## src/rtl/gcd_traffic_engine.sv

```systemverilog
// Traffic engine for a DecoupledGcd block: sweeps (x,y) requests over the request
// channel and checks every response in order by repeated subtraction.
module gcd_traffic_engine #(
  parameter int WIDTH     = 60,
  parameter int MIN_VAL   = 2,
  parameter int MAX_X     = 100,
  parameter int MAX_Y     = 100,
  parameter int CNT_WIDTH = 32
) (
  input  logic                 clock,
  input  logic                 reset,
  input  logic                 start,
  input  logic                 enq_ready,
  output logic                 enq_valid,
  output logic [WIDTH-1:0]     enq_bits_value1,
  output logic [WIDTH-1:0]     enq_bits_value2,
  input  logic                 deq_valid,
  output logic                 deq_ready,
  input  logic [WIDTH-1:0]     deq_bits_value1,
  input  logic [WIDTH-1:0]     deq_bits_value2,
  input  logic [WIDTH-1:0]     deq_bits_gcd,
  output logic                 busy,
  output logic                 done,
  output logic                 pass,
  output logic [CNT_WIDTH-1:0] req_count,
  output logic [CNT_WIDTH-1:0] resp_count,
  output logic [CNT_WIDTH-1:0] error_count,
  output logic [CNT_WIDTH-1:0] cycle_count
);

  localparam logic [1:0] GEN_IDLE  = 2'd0;
  localparam logic [1:0] GEN_SEND  = 2'd1;
  localparam logic [1:0] GEN_SENT  = 2'd2;

  localparam logic [1:0] CHK_IDLE  = 2'd0;
  localparam logic [1:0] CHK_WAIT  = 2'd1;
  localparam logic [1:0] CHK_CHECK = 2'd2;
  localparam logic [1:0] CHK_FIN   = 2'd3;

  localparam logic [WIDTH-1:0]     MIN_W   = WIDTH'(MIN_VAL);
  localparam logic [WIDTH-1:0]     MAX_X_W = WIDTH'(MAX_X);
  localparam logic [WIDTH-1:0]     MAX_Y_W = WIDTH'(MAX_Y);
  localparam logic [WIDTH-1:0]     ONE_W   = WIDTH'(1);
  localparam logic [CNT_WIDTH-1:0] CNT_MAX = '1;
  localparam logic [CNT_WIDTH-1:0] CNT_ONE = CNT_WIDTH'(1);

  function automatic logic [CNT_WIDTH-1:0] sat_inc(input logic [CNT_WIDTH-1:0] v);
    return (v == CNT_MAX) ? v : v + CNT_ONE;
  endfunction

  logic [1:0]       gen_state;
  logic [1:0]       chk_state;
  logic [WIDTH-1:0] x, y;
  logic [WIDTH-1:0] ex, ey;
  logic [WIDTH-1:0] v1, v2, g;
  logic [WIDTH-1:0] r1, r2;

  logic start_ok;
  logic enq_fire;
  logic deq_fire;
  logic finish;
  logic last_req;
  logic last_resp;
  logic chk_exit;
  logic resp_err;

  assign enq_valid       = (gen_state == GEN_SEND);
  assign enq_bits_value1 = x;
  assign enq_bits_value2 = y;
  assign deq_ready       = (chk_state == CHK_WAIT) && (resp_count < req_count);

  assign start_ok  = start && !busy;
  assign enq_fire  = enq_valid && enq_ready;
  assign deq_fire  = deq_valid && deq_ready;
  assign finish    = (gen_state == GEN_SENT) && (chk_state == CHK_FIN);
  assign last_req  = (x == MAX_X_W) && (y == MAX_Y_W);
  assign last_resp = (ex == MAX_X_W) && (ey == MAX_Y_W);

  // A zero gcd can never be reduced, so it exits the check at once.
  assign chk_exit = (chk_state == CHK_CHECK) && ((g == '0) || ((r1 < g) && (r2 < g)));
  assign resp_err = (v1 != ex) || (v2 != ey) || (g == '0) || (r1 != '0) || (r2 != '0);

  // NOTE: state uses non-blocking assignments so every register samples pre-edge values.
  always_ff @(posedge clock or posedge reset) begin
    if (reset) begin
      gen_state <= GEN_IDLE;
      x         <= '0;
      y         <= '0;
    end else if (start_ok) begin
      gen_state <= GEN_SEND;
      x         <= MIN_W;
      y         <= MIN_W;
    end else begin
      case (gen_state)
        GEN_SEND: begin
          if (enq_fire) begin
            if (last_req) gen_state <= GEN_SENT;
            if (y == MAX_Y_W) begin
              y <= MIN_W;
              x <= x + ONE_W;
            end else begin
              y <= y + ONE_W;
            end
          end
        end
        GEN_SENT: if (finish) gen_state <= GEN_IDLE;
        default:  gen_state <= gen_state;
      endcase
    end
  end

  always_ff @(posedge clock or posedge reset) begin
    if (reset) begin
      chk_state <= CHK_IDLE;
      ex        <= '0;
      ey        <= '0;
      v1        <= '0;
      v2        <= '0;
      g         <= '0;
      r1        <= '0;
      r2        <= '0;
    end else if (start_ok) begin
      chk_state <= CHK_WAIT;
      ex        <= MIN_W;
      ey        <= MIN_W;
    end else begin
      case (chk_state)
        CHK_WAIT: begin
          if (deq_fire) begin
            v1        <= deq_bits_value1;
            v2        <= deq_bits_value2;
            g         <= deq_bits_gcd;
            r1        <= deq_bits_value1;
            r2        <= deq_bits_value2;
            chk_state <= CHK_CHECK;
          end
        end
        CHK_CHECK: begin
          if (chk_exit) begin
            chk_state <= last_resp ? CHK_FIN : CHK_WAIT;
            if (ey == MAX_Y_W) begin
              ey <= MIN_W;
              ex <= ex + ONE_W;
            end else begin
              ey <= ey + ONE_W;
            end
          end else begin
            // Both remainders shrink together; the >= guard keeps them from wrapping.
            if (r1 >= g) r1 <= r1 - g;
            if (r2 >= g) r2 <= r2 - g;
          end
        end
        CHK_FIN: if (finish) chk_state <= CHK_IDLE;
        default: chk_state <= chk_state;
      endcase
    end
  end

  always_ff @(posedge clock or posedge reset) begin
    if (reset) begin
      busy        <= 1'b0;
      done        <= 1'b0;
      pass        <= 1'b0;
      req_count   <= '0;
      resp_count  <= '0;
      error_count <= '0;
      cycle_count <= '0;
    end else if (start_ok) begin
      busy        <= 1'b1;
      done        <= 1'b0;
      pass        <= 1'b0;
      req_count   <= '0;
      resp_count  <= '0;
      error_count <= '0;
      cycle_count <= '0;
    end else begin
      if (enq_fire) req_count <= sat_inc(req_count);
      if (chk_exit) begin
        resp_count <= sat_inc(resp_count);
        if (resp_err) error_count <= sat_inc(error_count);
      end
      if (busy) begin
        if (finish) begin
          busy <= 1'b0;
          done <= 1'b1;
          pass <= (error_count == '0);
        end else begin
          cycle_count <= sat_inc(cycle_count);
        end
      end
    end
  end

endmodule
```

## config.mk

```make
export PLATFORM = sky130hd
export DESIGN_NAME = gcd_traffic_engine
export DESIGN_NICKNAME = d
export VERILOG_FILES = /design/src/rtl/gcd_traffic_engine.sv
export SDC_FILE = /design/constraint.sdc
export NUM_CORES = 2
export LEC_CHECK = 0
export BUFFER_PORTS_ARGS = -buffer_cell sky130_fd_sc_hd__buf_2
export CAP_MARGIN = 20
export CORE_ASPECT_RATIO = 1.5
export CORE_MARGIN = 3
export CORE_UTILIZATION = 28
export CTS_CLUSTER_DIAMETER = 120
export DETAILED_ROUTE_END_ITERATION = 16
export GPL_ROUTABILITY_DRIVEN = 0
export HOLD_SLACK_MARGIN = 0.08
export MAX_ROUTING_LAYER = met4
export SYNTH_ARGS = -nofsm -noshare
export SYNTH_HDL_FRONTEND = slang
export SYNTH_SLANG_ARGS = --single-unit
```

## constraint.sdc

```tcl
create_clock -name clock -period 40.2 [get_ports clock]
set_input_delay 4.02 -clock clock [delete_from_list [all_inputs] [get_ports clock]]
set_output_delay 4.02 -clock clock [all_outputs]
set_load 0.01 [all_outputs]
```

Word level (Yosys, flattened, before mapping)
Index checks and enable logic that the tools add are counted.
W data, S select, Z words.
Operators by class
  multiplexer cells: 57
  $lt $le $gt $ge: 5
  $add $sub $neg: 10
  reductions and logical operators: 45
  eq/ne operators: 30
  bitwise gates (word level): 1
Operators with widths (count)
  $mux W60: 22
  $mux W32: 14
  $add A60 B1 Y60 const B: 4
  $eq A60 B7 Y1 const B: 4
  $pmux W60 S2: 2
  $add A32 B1 Y32 const B: 4
  $eq A32 B32 Y1 const B: 4
  $ge A60 B60 Y1: 2
  $lt A60 B60 Y1: 2
  $ne A60 B60 Y1: 2
  $reduce_bool A60 Y1: 2
  $sub A60 B60 Y60: 2
  $logic_not A60 Y1: 1
  $logic_not A32 Y1: 1
  $lt A32 B32 Y1: 1
  $reduce_bool A2 Y1: 10
  $mux W2: 8
  $reduce_and A3 Y1: 5
  $ne A2 B2 Y1 const B: 7
  $ne A3 B3 Y1 const B: 4
  $reduce_and A2 Y1: 5
  $reduce_and A5 Y1: 2
  $logic_and A1 B1 Y1: 9
  $mux W1: 9
  other kinds (12): 22
Storage, ports and cells
  input port bits: 185
  word-level logic and storage cells: 166
  output and inout port bits: 253
  bits in registers: 675

Depth between registers and ports, before layout
  depth after elaboration: 8
  mapped depth: 16
  mapped depth without buffers: 14

Worst setup path before layout
OpenSTA, ideal clock, no wires.
  path kind: input to register
  start: in start
  end: reg x[47], in the netlist enq_bits_value1[47]
  path slack: 33666 ps
  arrival: 6402 ps
  path buffers: 3
  required time: 40068 ps
  cell stages on the path: 12
  library setup time: 132 ps
  cell sequence: nor2b_1 > clkbuf_1 > o21a_1 > nand2_1 > or4b_1 > clkbuf_1 > nor3_1 > and2_1 > clkbuf_1 > nand4_1 > xor2_1 > nor2_1
Between the ends
  cells in the longest elaborated chain, start to end: 3
  elaborated cells between the ends (all ways): 6
  classes of those cells: 1 x mux; 5 x reduce/logical
Ends and longest elaborated chain
  start, declared: RTL line 12  | input logic start,
  $logic_and A1 B1 Y1 (*): RTL line 72  | assign start_ok = start && !busy;
  $reduce_bool A2 Y1 (no line)
  $reduce_and A3 Y1 (no line)
  end signal, assigned: RTL line 100  | x <= x + ONE_W;
  end, declared: RTL line 53  | logic [WIDTH-1:0] x, y;
Mark *: on every way between the ends. The rest lies on a longest branch, timed or not.
A chain may end at the register's enable or synchronous reset.

Worst setup path in the final report
  start: reg req_count[9]
  end: out deq_ready
Between the ends
  cells in the longest elaborated chain, start to end: 2
Ends and longest elaborated chain
  start, declared: RTL line 25  | output logic [CNT_WIDTH-1:0] req_count,
  start signal, assigned: RTL line 177  | if (enq_fire) req_count <= sat_inc(req_count);
  $lt A32 B32 Y1: RTL line 70  | assign deq_ready = (chk_state == CHK_WAIT) && (resp_count < req_count);
  $logic_and A1 B1 Y1: RTL line 70
  end, declared: RTL line 18  | output logic deq_ready,
No other way between the ends.

==> flow_summary.json <==
{
  "htree_levels": 3,
  "fin_crit_sh": 0.182,
  "critPathBufInv": 2,
  "grt_max_degree": 140,
  "cts_resized": 0,
  "finalSetupTns_ps": 0,
  "synth_flop_cell": "dfrtp_1",
  "syn_inst": 4642,
  "rrSetupSlack_ps": 33670,
  "powerDensity_mw_per_mm2": 81.5,
  "wl_um": 156000,
  "antenna_found_initial": 12,
  "tightest_slew_ps": 1150,
  "rows": 171,
  "yosysUniqueCellTypes": 79,
  "yosysWarnings": 0,
  "holdWs_ps": 506,
  "end_kind": "output pin",
  "clkTransAtPathRegs_ps": 60,
  "chipHeight_um": 476,
  "power.total_mw": 3.93,
  "syn_to_final_growth_pct": 16.9,
  "die_x_um": 319,
  "vias": 37600,
  "root_buffer": "clkbuf_16",
  "synth_seq_cells": 675,
  "drt_pass1_iterations": 6,
  "min_path_type": "flip-flop to flip-flop",
  "status": "completed",
  "synth.most_common_cell": "dfrtp_1",
  "min_to": "g[26]$_DFFE_PP0P_",
  "start_util": 0.283,
  "die-area_mm2": 0.152,
  "crit_chain": "inv_1, ha_1, a21o_1, a211o_1, a2111oi_0, o31ai_1, a221o_1, a21boi_0, buf_2",
  "clock_latency_ps": 700,
  "hp-start": "g[26]$_DFFE_PP0P_",
  "setup_ws_ps": 32870,
  "hold_viol_final": 0,
  "via_per_inst": 5.41,
  "nets": 5326,
  "period_minus_slack_ps": 7330,
  "synth.avg_cell_area_um2": 8.87,
  "overflow": 0,
  "slew_violations": 0,
  "r2r_end": "r1[10]$_DFFE_PP0P_",
  "syn_nets": 4993,
  "clk_path_buf_depth": 3,
  "synth_top_area_frac": 0.410,
  "synth_area_mm2": 0.0412,
  "cts_buffers": 79,
  "coreArea_mm2": 0.145,
  "route.detailed.drc": 0,
  "critical_path_arrival_ps": 3310,
  "synth_edf_count": 0,
  "io_buffers": 437,
  "fin_worst_skew_ps": 75.5,
  "postCtsHoldBufs": 0,
  "slew_headroom": 0.211,
  "p_leak_nw": 21.2,
  "hpwlAfterDp_um": 121000,
  "finalSetupViolations": 0,
  "worstSetupPathType": "flip-flop to output pin",
  "rsz0062_at_grt": "false",
  "ys_seq_area_frac": 0.410,
  "grt_use_total": 0.206,
  "crit_required_ps": 36180,
  "synth_area_leaders": "dfrtp_1 41%, xnor2_1 6.1%, ha_1 5.0%, nor2_1 5.0%, mux2_2 4.8%",
  "initialDrtViolationCount": 3015,
  "grt_pass1_vias": 36700,
  "cp_max_fo": 5,
  "slowest_delay_ps": 410,
  "cts_tree": "built",
  "worst_r2r_path_depth": 12,
  "grt_pass1_wl_um": 233000,
  "netlist_top_cells_count": "675 x dfrtp_1, 544 x nor2_1, 394 x nand2_1",
  "whs_path_depth": 1,
  "peakVddDrop_uv": 55.3,
  "fmax_ghz": 0.136,
  "cp-start-kind": "flip-flop",
  "post_cts_buffers": 0,
  "maxCapViolCount": 0,
  "avgRoutedWirePerCell_um": 22.5,
  "dp_slack_ps": 32260,
  "ios": 438,
  "clock_sinks": 675,
  "drive_gt1_frac": 0.163,
  "drtAntennaViolNets": 0,
  "crit_path_top_delay_cell": "dfrtp_1",
  "postSynth.asyncResetShare": 1.00,
  "cp_top_family": "compound AO/OA/AOI/OAI gates",
  "r2r_start": "r1[14]$_DFFE_PP0P_",
  "synth_top_area_cell": "dfrtp_1"
}
==> metal layers <==
metal	routed length, µm	vias to the layer above	global-route usage
met5	0	-	-
met4	12600	0	0.142
met3	10700	424	0.0322
met2	74100	1626	0.341
met1	58900	18400	0.229
li1	-	17200	-
==> placed cells by master (no fill, tap or decap), drive strengths merged, types with 15 or more instances in the layout <==
master,instances
dfrtp,675
nor2,544
buf,478
nand2,394
a21oi,335
xnor2,289
o21ai,233
inv,183
mux2,177
nand3,170
xor2,170
ha,164
nand4,156
nor4,143
clkbuf,105
a21o,92
nor3,83
and3,83
or3,78
a31oi,77
and4,33
and2,27
nor2b,27
o21a,25
nand2b,23
o31ai,20
clkinv,18
o211ai,16
o21bai,15
==> stage by stage <==
| step | area (µm²) | utilization | instances |
|---|---|---|---|
| after floorplan | 41200 | - | 4642 |
| after detailed placement | 45300 | 0.311 | 6796 |
| final | 48200 | 0.331 | 6953 |
| after global placement | 45300 | 0.311 | 6794 |
| after CTS | 48100 | 0.331 | 6942 |
| after global routing | 48200 | 0.331 | 6949 |
==> worst reg2reg max path, delay by kind of cell, from the launching register on <==
| kind | cells | cell delay, ps |
|---|---|---|
| AO/OA/AOI/OAI | 2 | 1160 |
| adder cells (fa/ha/maj) | 1 | 460 |
| buffers and inverters | 2 | 1300 |
| flip-flops | 1 | 510 |
| multiplexers | 1 | 500 |
| AND/OR/NAND/NOR | 6 | 2480 |
==> how the worst max path moves through the flow <==
stage / start / to / slack [ps] / depth (start not counted)
global route: start / enq_bits_value1[47]$_DFFE_PP0P_ / 32670 / 13
CTS: req_count[9]$_DFFE_PP0P_ / deq_ready / 32810 / 9
floorplan: reset / busy$_DFF_PP0_ / 17260 / 1
detailed placement: start / enq_bits_value1[47]$_DFFE_PP0P_ / 32260 / 13
finish: req_count[9]$_DFFE_PP0P_ / deq_ready / 32870 / 9
global placement: start / enq_bits_value1[57]$_DFFE_PP0P_ / 32320 / 13
==> power by group <==
part | leakage, nW | internal [mW] | switching [mW]
Clock | 1.37 | 0.465 | 0.324
Combinational | 11.2 | 0.808 | 1.23
Sequential | 8.66 | 0.868 | 0.236
Total | 21.2 | 2.14 | 1.79
==> final cells by class <==
class / instances / area, µm²
Inverter: 175 / 664
Timing Repair Buffer: 479 / 2520
Antenna cell: 10 / 25.0
Multi-Input combinational cell: 3565 / 22900
Clock buffer: 104 / 2170
Tap cell: 1903 / 2380
Clock inverter: 42 / 647
Fill cell: 15200 / 97300
Sequential cell: 675 / 16900
==> flip-flops by register name (all words and copies together) (netlist names), 32 cells and up <==
signal / cells
cycle_count: 32
enq_bits_value1: 60
enq_bits_value2: 60
error_count: 32
ex: 60
ey: 60
g: 60
r1: 60
r2: 60
req_count: 32
resp_count: 32
v1: 60
v2: 60
==> cells by family after synthesis <==
kind of cell / count (synthesis) / synth area share
AO/OA/AOI/OAI: 931 / 0.137
flip-flops: 675 / 0.410
buffers and inverters: 402 / 0.0373
adder cells (fa/ha/maj): 166 / 0.0508
XOR/XNOR: 459 / 0.0976
AND/OR/NAND/NOR: 1824 / 0.217
multiplexers: 185 / 0.0503
Note: power is estimated with default switching activity, not from simulation.
